[src/rtl/multdiv_unit_pkg.sv]
// Shared types and constants for the multicycle multiply/divide unit.
// Holds the FSM encoding, iteration counts, Booth op encoding and a magnitude helper.
package multdiv_unit_pkg;

   typedef enum logic [2:0] {
      S_IDLE    = 3'd0,
      S_MULT    = 3'd1,
      S_DIV     = 3'd2,
      S_SIGNFIX = 3'd3,
      S_DONE    = 3'd4
   } state_t;

   typedef enum logic [2:0] {
      BOOTH_NOP = 3'd0,
      BOOTH_PA  = 3'd1,
      BOOTH_P2A = 3'd2,
      BOOTH_MA  = 3'd3,
      BOOTH_M2A = 3'd4
   } booth_op_t;

   localparam int unsigned CNT_W = 6;
   localparam logic [CNT_W-1:0] MULT_ITERS = 6'd16;
   localparam logic [CNT_W-1:0] DIV_ITERS  = 6'd32;

   // 0x80000000 maps onto itself, which is the correct unsigned magnitude 2^31.
   function automatic logic [31:0] abs32(input logic [31:0] v);
      return v[31] ? (~v + 32'd1) : v;
   endfunction

endpackage

[src/rtl/level2_cla.sv]
// 32-bit two-level carry-lookahead adder: 4-bit groups, group carries resolved at the second level.
// ovf reports signed overflow of a + b + cin.
module level2_cla (
   input  logic [31:0] a,
   input  logic [31:0] b,
   input  logic        cin,
   output logic [31:0] sum,
   output logic        cout,
   output logic        ovf
);

   logic [31:0] g, p, c;
   logic [7:0]  gg, gp;
   logic [8:0]  gc;

   always_comb begin
      g = a & b;
      p = a ^ b;
      for (int i = 0; i < 8; i++) begin
         gp[i] = &p[4*i +: 4];
         gg[i] = g[4*i+3]
               | (p[4*i+3] & g[4*i+2])
               | (p[4*i+3] & p[4*i+2] & g[4*i+1])
               | (p[4*i+3] & p[4*i+2] & p[4*i+1] & g[4*i]);
      end
      gc[0] = cin;
      for (int i = 0; i < 8; i++) begin
         gc[i+1] = gg[i] | (gp[i] & gc[i]);
      end
      for (int i = 0; i < 8; i++) begin
         c[4*i] = gc[i];
         for (int j = 1; j < 4; j++) begin
            c[4*i+j] = g[4*i+j-1] | (p[4*i+j-1] & c[4*i+j-1]);
         end
      end
      sum  = p ^ c;
      cout = gc[8];
      ovf  = c[31] ^ gc[8];
   end

endmodule

[src/rtl/multdiv_booth_dec.sv]
// Radix-4 modified Booth decoder: maps {lo[1:0], q-1} onto the adder controls.
// sel_2a picks 2A over A, invert negates the addend (with Cin=1), zero forces a NOP.
module multdiv_booth_dec
   import multdiv_unit_pkg::*;
(
   input  logic [2:0] triplet,
   output logic       sel_2a,
   output logic       invert,
   output logic       zero
);

   booth_op_t op;

   always_comb begin
      case (triplet)
         3'b001, 3'b010: op = BOOTH_PA;
         3'b011:         op = BOOTH_P2A;
         3'b100:         op = BOOTH_M2A;
         3'b101, 3'b110: op = BOOTH_MA;
         default:        op = BOOTH_NOP;
      endcase
      sel_2a = (op == BOOTH_P2A) || (op == BOOTH_M2A);
      invert = (op == BOOTH_MA)  || (op == BOOTH_M2A);
      zero   = (op == BOOTH_NOP);
   end

endmodule

[src/rtl/multdiv_unit.sv]
// Multicycle signed 32-bit multiplier (radix-4 Booth) / divider (non-restoring) sharing one CLA adder.
// Handshake: a one-cycle ctrl_MULT/ctrl_DIV pulse starts (or restarts) an op; data_resultRDY pulses once when done.
module multdiv_unit
   import multdiv_unit_pkg::*;
#(
   parameter int unsigned WIDTH       = 32,
   parameter logic [31:0] DIV0_RESULT = 32'h00000000
) (
   input  logic             clock,
   input  logic             reset,
   input  logic [WIDTH-1:0] data_operandA,
   input  logic [WIDTH-1:0] data_operandB,
   input  logic             ctrl_MULT,
   input  logic             ctrl_DIV,
   output logic [WIDTH-1:0] data_result,
   output logic             data_exception,
   output logic             data_resultRDY
);

   state_t state, state_nxt;
   logic [CNT_W-1:0] cnt;

   // Multiply: {acc_hi, acc_lo, acc_x} = {hi, lo, q-1}.
   // Divide: {acc_x, acc_hi} = 33-bit remainder, acc_lo = dividend shifting out / quotient shifting in.
   logic [31:0] acc_hi, acc_lo, opd;
   logic        acc_x, sign, div0;
   logic [31:0] result_q;
   logic        exc_q;

   logic [31:0] cla_a, cla_b, cla_sum, m_base, m_add;
   logic        cla_cin, cla_cout, cla_ovf_unused;
   logic        sel_2a, invert, zero;
   logic [1:0]  m_ext, m_top;
   logic        d_top;

   multdiv_booth_dec u_booth (
      .triplet ({acc_lo[1:0], acc_x}),
      .sel_2a  (sel_2a),
      .invert  (invert),
      .zero    (zero)
   );

   level2_cla u_cla (
      .a    (cla_a),
      .b    (cla_b),
      .cin  (cla_cin),
      .sum  (cla_sum),
      .cout (cla_cout),
      .ovf  (cla_ovf_unused)
   );

   // Bits 33:32 of the partial sum are rebuilt from the carry so hi +/- 2A never wraps.
   always_comb begin
      m_base  = sel_2a ? {opd[30:0], 1'b0} : opd;
      m_add   = zero ? 32'd0 : (invert ? ~m_base : m_base);
      m_ext   = zero ? 2'b00 : {2{opd[31] ^ invert}};
      m_top   = {2{acc_hi[31]}} + m_ext + {1'b0, cla_cout};
      d_top   = acc_hi[31] ^ ~acc_x ^ cla_cout;
      cla_a   = '0;
      cla_b   = '0;
      cla_cin = 1'b0;
      case (state)
         S_MULT: begin
            cla_a   = acc_hi;
            cla_b   = m_add;
            cla_cin = invert & ~zero;
         end
         S_DIV: begin
            cla_a   = {acc_hi[30:0], acc_lo[31]};
            cla_b   = acc_x ? opd : ~opd;
            cla_cin = ~acc_x;
         end
         S_SIGNFIX: begin
            cla_a   = ~acc_lo;
            cla_cin = 1'b1;
         end
         default: ;
      endcase
   end

   always_ff @(posedge clock or posedge reset) begin
      if (reset) state <= S_IDLE;
      else       state <= state_nxt;
   end

   always_comb begin
      state_nxt = state;
      if (ctrl_MULT)     state_nxt = S_MULT;
      else if (ctrl_DIV) state_nxt = S_DIV;
      else begin
         case (state)
            S_MULT:    if (cnt == MULT_ITERS) state_nxt = S_DONE;
            S_DIV:     if (div0) state_nxt = S_DONE;
                       else if (cnt == DIV_ITERS) state_nxt = S_SIGNFIX;
            S_SIGNFIX: state_nxt = S_DONE;
            S_DONE:    state_nxt = S_IDLE;
            default:   state_nxt = S_IDLE;
         endcase
      end
   end

   always_comb begin
      data_resultRDY = (state == S_DONE);
   end

   always_ff @(posedge clock or posedge reset) begin
      if (reset) begin
         acc_hi   <= '0;
         acc_lo   <= '0;
         acc_x    <= 1'b0;
         opd      <= '0;
         sign     <= 1'b0;
         div0     <= 1'b0;
         cnt      <= '0;
         result_q <= '0;
         exc_q    <= 1'b0;
      end else if (ctrl_MULT) begin
         opd    <= data_operandA;
         acc_hi <= '0;
         acc_lo <= data_operandB;
         acc_x  <= 1'b0;
         cnt    <= '0;
      end else if (ctrl_DIV) begin
         opd    <= abs32(data_operandB);
         acc_hi <= '0;
         acc_lo <= abs32(data_operandA);
         acc_x  <= 1'b0;
         sign   <= data_operandA[31] ^ data_operandB[31];
         div0   <= (data_operandB == 32'd0);
         cnt    <= '0;
      end else begin
         case (state)
            S_MULT: begin
               if (cnt == MULT_ITERS) begin
                  result_q <= acc_lo;
                  exc_q    <= (acc_hi != {32{acc_lo[31]}});
               end else begin
                  acc_hi <= {m_top, cla_sum[31:2]};
                  acc_lo <= {cla_sum[1:0], acc_lo[31:2]};
                  acc_x  <= acc_lo[1];
                  cnt    <= cnt + 6'd1;
               end
            end
            S_DIV: begin
               if (div0) begin
                  result_q <= DIV0_RESULT;
                  exc_q    <= 1'b1;
               end else if (cnt != DIV_ITERS) begin
                  acc_x  <= d_top;
                  acc_hi <= cla_sum;
                  acc_lo <= {acc_lo[30:0], ~d_top};
                  cnt    <= cnt + 6'd1;
               end
            end
            S_SIGNFIX: begin
               // A positive quotient with bit 31 set only arises from 0x80000000 / -1.
               result_q <= sign ? cla_sum : acc_lo;
               exc_q    <= ~sign & acc_lo[31];
            end
            default: ;
         endcase
      end
   end

   assign data_result    = result_q;
   assign data_exception = exc_q;

endmodule

[config.mk]
export PLATFORM = sky130hd
export DESIGN_NAME = multdiv_unit
export DESIGN_NICKNAME = d
export VERILOG_FILES = /design/src/rtl/multdiv_unit_pkg.sv /design/src/rtl/level2_cla.sv /design/src/rtl/multdiv_booth_dec.sv /design/src/rtl/multdiv_unit.sv
export SDC_FILE = /design/constraint.sdc
export NUM_CORES = 1
export LEC_CHECK = 0
export ABC_AREA = 1
export BUFFER_PORTS_ARGS = -buffer_cell sky130_fd_sc_hd__buf_2
export CORE_UTILIZATION = 30
export CTS_BUF_LIST = sky130_fd_sc_hd__clkbuf_4 sky130_fd_sc_hd__clkbuf_8 sky130_fd_sc_hd__clkbuf_16
export CTS_CLUSTER_SIZE = 14
export DETAILED_ROUTE_END_ITERATION = 7
export PLACE_DENSITY_LB_ADDON = 0.15
export SYNTH_ARGS = -nofsm -noshare
export SYNTH_HDL_FRONTEND = slang
export SYNTH_SLANG_ARGS = --single-unit
[constraint.sdc]
create_clock -name clock -period 5.7 [get_ports clock]
set_clock_uncertainty 0.2 [all_clocks]
set_input_delay 1.14 -clock clock [delete_from_list [all_inputs] [get_ports clock]]
set_output_delay 1.14 -clock clock [all_outputs]
set_load 0.02 [all_outputs]
* Word-level counts from Yosys, hierarchy flattened
Index checks and enable logic that the tools add are counted.
** Storage, ports and cells
- Bits in registers :: 141
- Logic and storage cells :: 258
- Output and inout bits :: 34
** Cells by class
- Bitwise logic cells :: 148
- Add/subtract/negate cells :: 5
- Reductions and logical operators :: 21
- Muxes and demuxes :: 50
- Equality and inequality tests :: 24
** Operators with widths (count)
- 2-to-1 mux 32 bit :: 21
- case mux 32 bit (2 select lines) :: 3
- case mux 32 bit (3 select lines) :: 2
- NOT 32 bit :: 5
- bitwise AND 1 bit :: 74
- adder 32 x 1 -> 32 bit, second input constant :: 2
- bitwise XOR 32 bit :: 2
- OR 1 bit :: 56
- AND reduction 4 bit :: 9
- bitwise AND 32 bit :: 1
- zero test 32 bit :: 1
- inequality test 32 bit :: 1
- 2-to-1 mux 6 bit :: 5
- == test 3 x 2 -> 1 bit, second input constant :: 6
- inequality test 4 bit, second input constant :: 4
- == test 3 bit, second input constant :: 5
- 2-to-1 mux 3 bit :: 5
- case mux 3 bit (4 select lines) :: 1
- case mux 6 bit (2 select lines) :: 1
- case mux 3 bit (3 select lines) :: 1
- 2-to-1 mux 1 bit :: 7
- adder 6 x 1 -> 6 bit, second input constant :: 1
- == test 3 x 1 -> 1 bit, second input constant :: 2
- == test 6 x 5 -> 1 bit, second input constant :: 1
- 19 further kinds :: 32

* Logic depth before layout (Yosys ltp)
- Word-level depth :: 40
- Depth in mapped cells :: 35
- Gate-level depth less buffers :: 33

* Hierarchy
Synthesis repeated with hierarchy kept, for this count alone.
** Second synthesis, totals
- Cell total of the unflattened synthesis :: 1956
- Area, all modules :: 12727.2 um^2
** By module, submodules not included
- multdiv_unit :: cells each 1785, area an instance 11265.8 um^2, times used 1, seq. area each 3528.4 um^2
- level2_cla :: cells each 163, area an instance 1425.1 um^2, times used 1, seq. area each 0.0 um^2
- multdiv_booth_dec :: cells each 8, area an instance 36.3 um^2, times used 1, seq. area each 0.0 um^2

* Worst setup path after synthesis
Ideal clock, no wire load.
- Path type :: flip-flop to flip-flop
- Start :: reg state[1]
- End :: reg result_q[31] (netlist: data_result[31])
- Setup time :: 0.077 ns
- Arrival time :: 4.683 ns
- Cell stages (with the launch flop) :: 34
- Data required time :: 5.423 ns
- Buffers on the path :: 3
- Setup slack :: 0.740 ns
- Cells stage by stage :: dfrtp_1 > inv_1 > nor2_1 > inv_1 > nor2_2 > buf_2 > buf_2 > clkbuf_1 > o21ai_0 > o22ai_1 > ha_1 > nand3_1 > nor2_1 > nand2_1 > nand2_2 > nand2_1 > nand2_2 > nand2_1 > nand2_2 > nand2_1 > nand2_2 > nand2_1 > nand2_2 > nand2_1 > nand2_2 > nand2_1 > nand2_1 > inv_1 > fa_1 > fa_1 > fa_1 > xor2_1 > o221a_2 > a21oi_1
** On the way
- Cells in the longest elaborated chain, start to end :: 29
- Elaborated cells on any way between the ends :: 98
- Classes of those cells :: eq/ne: 5; mux: 5; bitwise: 79; reduce/logical: 9
** RTL lines
- start: declaration :: RTL line multdiv_unit.sv:20 : state_t state, state_nxt;
- start signal: assignment :: RTL line multdiv_unit.sv:83 : else state <= state_nxt;
- == test 3 x 2 -> 1 bit / == test 3 x 1 -> 1 bit (equally long branches) :: RTL line multdiv_unit.sv:62, multdiv_unit.sv:132
- case mux 32 bit (3 select lines) / case mux 32 bit (2 select lines) (equally long branches) :: RTL line multdiv_unit.sv:62 : case (state)
- bitwise XOR 32 bit / bitwise AND 32 bit (equally long branches) :: RTL line level2_cla.sv:18, level2_cla.sv:17
- bitwise AND 1 bit, on equally long branches :: RTL line level2_cla.sv:22, level2_cla.sv:23, level2_cla.sv:24
- OR 1 bit, or another cell as far along :: RTL line level2_cla.sv:22 : | (p[4*i+3] & g[4*i+2])
- OR 1 bit / bitwise AND 1 bit (equally long branches) :: RTL line level2_cla.sv:23, level2_cla.sv:24
- OR 1 bit :: RTL line level2_cla.sv:24 : | (p[4*i+3] & p[4*i+2] & p[4*i+1] & g[4*i]);
- OR 1 bit :: RTL line level2_cla.sv:28 : gc[i+1] = gg[i] | (gp[i] & gc[i]);
- (+13 left out)
- OR 1 bit :: RTL line level2_cla.sv:33 : c[4*i+j] = g[4*i+j-1] | (p[4*i+j-1] & c[4*i+j-1]);
- bitwise AND 1 bit :: RTL line level2_cla.sv:33
- OR 1 bit :: RTL line level2_cla.sv:33
- bitwise AND 1 bit :: RTL line level2_cla.sv:33
- OR 1 bit :: RTL line level2_cla.sv:33
- bitwise XOR 32 bit :: RTL line level2_cla.sv:36 : sum = p ^ c;
- 2-to-1 mux 32 bit :: RTL line multdiv_unit.sv:157 : result_q <= sign ? cla_sum : acc_lo;
- case mux 32 bit (3 select lines) :: RTL line multdiv_unit.sv:132 : case (state)
- end signal: assignment :: RTL line multdiv_unit.sv:135 : result_q <= acc_lo;
- end signal: assignment :: RTL line multdiv_unit.sv:157
- end: declaration :: RTL line multdiv_unit.sv:27 : logic [31:0] result_q;
Parallel ways exist; a longest one is shown, timed or not.
A chain may end at the register's enable or synchronous reset.

* Worst setup path after layout
- Start :: reg state[1]
- End :: reg acc_hi[31]
** On the way
- Cells in the longest elaborated chain, start to end :: 32
- Elaborated cells on any way between the ends :: 115
- Classes of those cells :: add/sub: 1; eq/ne: 6; mux: 9; bitwise: 89; reduce/logical: 10
** RTL lines
- == test 3 x 2 -> 1 bit, or another cell as far along :: RTL line multdiv_unit.sv:62
- case mux 32 bit (3 select lines) / case mux 32 bit (2 select lines) (equally long branches) :: RTL line multdiv_unit.sv:62
- bitwise XOR 32 bit / bitwise AND 32 bit (equally long branches) :: RTL line level2_cla.sv:18, level2_cla.sv:17
- bitwise AND 1 bit, on equally long branches :: RTL line level2_cla.sv:22, level2_cla.sv:23, level2_cla.sv:24
- OR 1 bit, or another cell as far along :: RTL line level2_cla.sv:22
- OR 1 bit / bitwise AND 1 bit (equally long branches) :: RTL line level2_cla.sv:23, level2_cla.sv:24
- OR 1 bit :: RTL line level2_cla.sv:24
- OR 1 bit :: RTL line level2_cla.sv:28
- (+16 left out)
- bitwise AND 1 bit :: RTL line level2_cla.sv:33
- OR 1 bit :: RTL line level2_cla.sv:33
- bitwise XOR 32 bit :: RTL line level2_cla.sv:36
- 2-to-1 mux 32 bit :: RTL line multdiv_unit.sv:148 : end else if (cnt != DIV_ITERS) begin
- 2-to-1 mux 32 bit :: RTL line multdiv_unit.sv:145 : if (div0) begin
- case mux 32 bit (2 select lines) :: RTL line multdiv_unit.sv:132
- 2-to-1 mux 32 bit :: RTL line multdiv_unit.sv:123 : end else if (ctrl_DIV) begin
- 2-to-1 mux 32 bit :: RTL line multdiv_unit.sv:117 : end else if (ctrl_MULT) begin
- end signal: assignment :: RTL line multdiv_unit.sv:138 : acc_hi <= {m_top, cla_sum[31:2]};
- end signal: assignment :: RTL line multdiv_unit.sv:150 : acc_hi <= cla_sum;
- end: declaration :: RTL line multdiv_unit.sv:25 : logic [31:0] acc_hi, acc_lo, opd;
Parallel ways exist; a longest one is shown, timed or not. The select of a mux whose other input is x is not followed.

==> impl_metrics.toml <==
[power_and_ir_drop]
peakVddDrop_uv = 212
p_leak_nw = 5.94
powerDensity_nw_per_um2 = 307
p_total_mw = 4.14

[clock_tree]
cts_setup_buffers = 0
tritoncts = "done"
h-tree-depth = 4
max-clock-path-buffers = 2
path_clk_slew_ps = 70
numCtsBuffers = 17
clk_latency_ps = 440
cts.sinks = 141
root_buffer = "clkbuf_16"

[timing]
max_freq_mhz = 190
hold_viol = 0
maxSlewViolCount = 0
finalSetupViolCount = 0
fin_hold_ws_ps = 288
fin_setup_tns_ps = 0
period_share = 0.925
timing.final.ws_setup_ps = 429
relSlewSlack = 0.140
post-route-min-period_ps = 5270
tightest_slew_ps = 1290
rsz0062_at_grt = "no"

[routing]
drtAntennaViolNets = 0
dr.first_iter.drc_count = 880
num_vias = 11800
finalWirelength_mm = 44.9
remaining_drc_errors = 0
drtPass1Iterations = 6
routedWlPerCell_um = 20.8
vias_per_cell = 5.44

[setup_path]
cpMostUsedCell = "nand2_1"
end_kind = "register"
crit_type = "register to register"
crit_slowest_cell = "fa_1"
start_kind = "register"
worstPathArrival_ps = 5340
slowest_delay_ps = 430
critPathRequiredTime_ps = 5770
critPathMaxFanout = 25

[min_path]
hold_path_class = "register to register"

[place]
dpl_worst_slack_ps = 250
placed_cells = 2130
hpwl_mm = 33.4
port-buffer-count = 101
routabilityCongestion = 0.889

[die]
start_util = 0.305
die_height_um = 201
io_pins = 102
die-area_um2 = 40200
core_area_um2 = 38700
die_w_um = 201
rows = 72

[logic_synthesis]
synth_edf_count = 0
synthCells = 1586
syn_area_um2 = 11800
synthArstFlopShare = 1.00
ys_seq_elements = 141
synth-seq-area-share = 0.298
synthesis.nets = 1715
yosys_warnings = 0
yosys_most_used_dff = "dfrtp_1"
syn_avg_cell_area_um2 = 7.46
ys_types = 51

[layout]
fillCellCount = 4227
final_cell_mix = "o21ai_0, nand2_1, inv_1"
fin_cells = 2161
syn2layout_area_growth_pct = 13.9
layout_commonest_cell = "o21ai_0"
drive_gt1_frac = 0.150
final_net_count = 1760
n_antenna_cell = 0

[grt]
grt_max_degree = 85
grt_remaining_overflow = 0
globalRouteTotalUtil = 0.223
grt_pass1_vias = 11600
antenna_found_initial = 0
grt_pass1_wl_mm = 69.4

[run_status]
status = "complete, no violations"

[flow_run]
max-cap-violations = 0
synthesized netlist by cell type (3+ instances only):
master	instances	area share
o21ai_2	5	0.0037
o21ai_0	214	0.091
a41oi_1	3	0.0022
a21oi_1	89	0.038
or2_2	7	0.0037
o221ai_1	34	0.025
xor2_1	53	0.039
nand3_2	4	0.0034
dfrtp_1	141	0.30
nand4_1	15	0.0079
and3_1	3	0.0016
nor3_2	7	0.0059
fa_1	25	0.042
o21ai_1	7	0.0030
nor2_1	104	0.033
nor3_1	27	0.011
nand2_2	12	0.0063
ha_1	36	0.038
xnor2_1	14	0.010
o311ai_0	7	0.0052
nor2_2	6	0.0032
o211ai_1	35	0.022
nand3_1	46	0.019
buf_2	15	0.0063
nor4_1	7	0.0037
o32ai_1	7	0.0052
a22oi_1	29	0.018
clkbuf_1	86	0.027
inv_1	191	0.061
o22ai_1	65	0.034
buf_1	3	0.00095
nand2_1	208	0.066
o2111ai_1	17	0.013
inv_2	4	0.0013
a31oi_1	10	0.0053
o21a_1	7	0.0044
mux2_2	22	0.021
per-layer routing:
metal	up-vias	track usage	part of all wire
met1	5712	0.328	0.49
met3	36	0.0365	0.062
met2	379	0.339	0.44
met5	-	0	0
met4	0	0.0534	0.014
li1	5627	-	-
worst paths after layout:
check | startpoint | endpoint | slack, ps | cells after the start
hold reg to reg | data_result[21] | data_result[21] | 290 | 1
max in group asynchronous | reset | opd[18] | 3830 | 3
setup reg to reg | state[1] | acc_hi[31] | 430 | 28
min in group asynchronous | reset | data_result[1] | 550 | 2
setup / recovery | state[1] | acc_hi[31] | 430 | 28
hold / removal | data_result[21] | data_result[21] | 290 | 1
sequential cells by signal, indices dropped and copies added (netlist names):
name	cells
state	3
opd	32
acc_x	1
data_result	32
cnt	6
data_exception	1
sign	1
acc_lo	32
div0	1
acc_hi	32
cells by family (layout without fill, tap and decap cells):
group	Yosys count	count (layout)	share of synthesized area
multiplexers	24	24	0.0229
adder cells (fa/ha/maj)	61	61	0.0804
XOR/XNOR	67	67	0.0496
buffers and inverters	302	359	0.0981
AO/OA/AOI/OAI	540	540	0.280
flip-flops	141	141	0.298
AND/OR/NAND/NOR	451	451	0.171
stage by stage:
stage                      util  instance area (um2)
after floorplan               -                11800
after global placement    0.331                12800
after detailed placement  0.331                12800
after CTS                 0.347                13400
after global routing      0.348                13500
final                     0.348                13500
timing repair:
item / 4_1_cts / 5_1_grt
endpoints found under the setup margin: 0 / 12
gates resized for setup: 0 / 8
hold buffers: 0 / 0
area by class of cell:
cell class / instances / area [um2] / share of cell area
Timing Repair Buffer: 132 / 771 / 0.0572
Sequential cell: 141 / 3530 / 0.262
Clock buffer: 20 / 467 / 0.0347
Tap cell: 518 / 648 / 0.0481
Multi-Input combinational cell: 1143 / 7170 / 0.533
Inverter: 196 / 741 / 0.0550
Clock inverter: 11 / 141 / 0.0105
where the power goes:
group,switching [mW],total (mW),internal (mW),leakage [nW]
Combinational,1.08,1.63,0.547,3.89
Sequential,0.125,1.31,1.19,1.76
Clock,0.476,1.19,0.718,0.294
Total,1.68,4.14,2.46,5.94
critical path, delay by kind of cell (launching register included):
kind            cells  cell delay, ps
compound gates      5             660
xor+xnor            1             240
fa+ha+maj           4            1530
buf+inv             6            1110
flops               1             400
simple gates       12             940
Power figures use the tool's default switching activity.
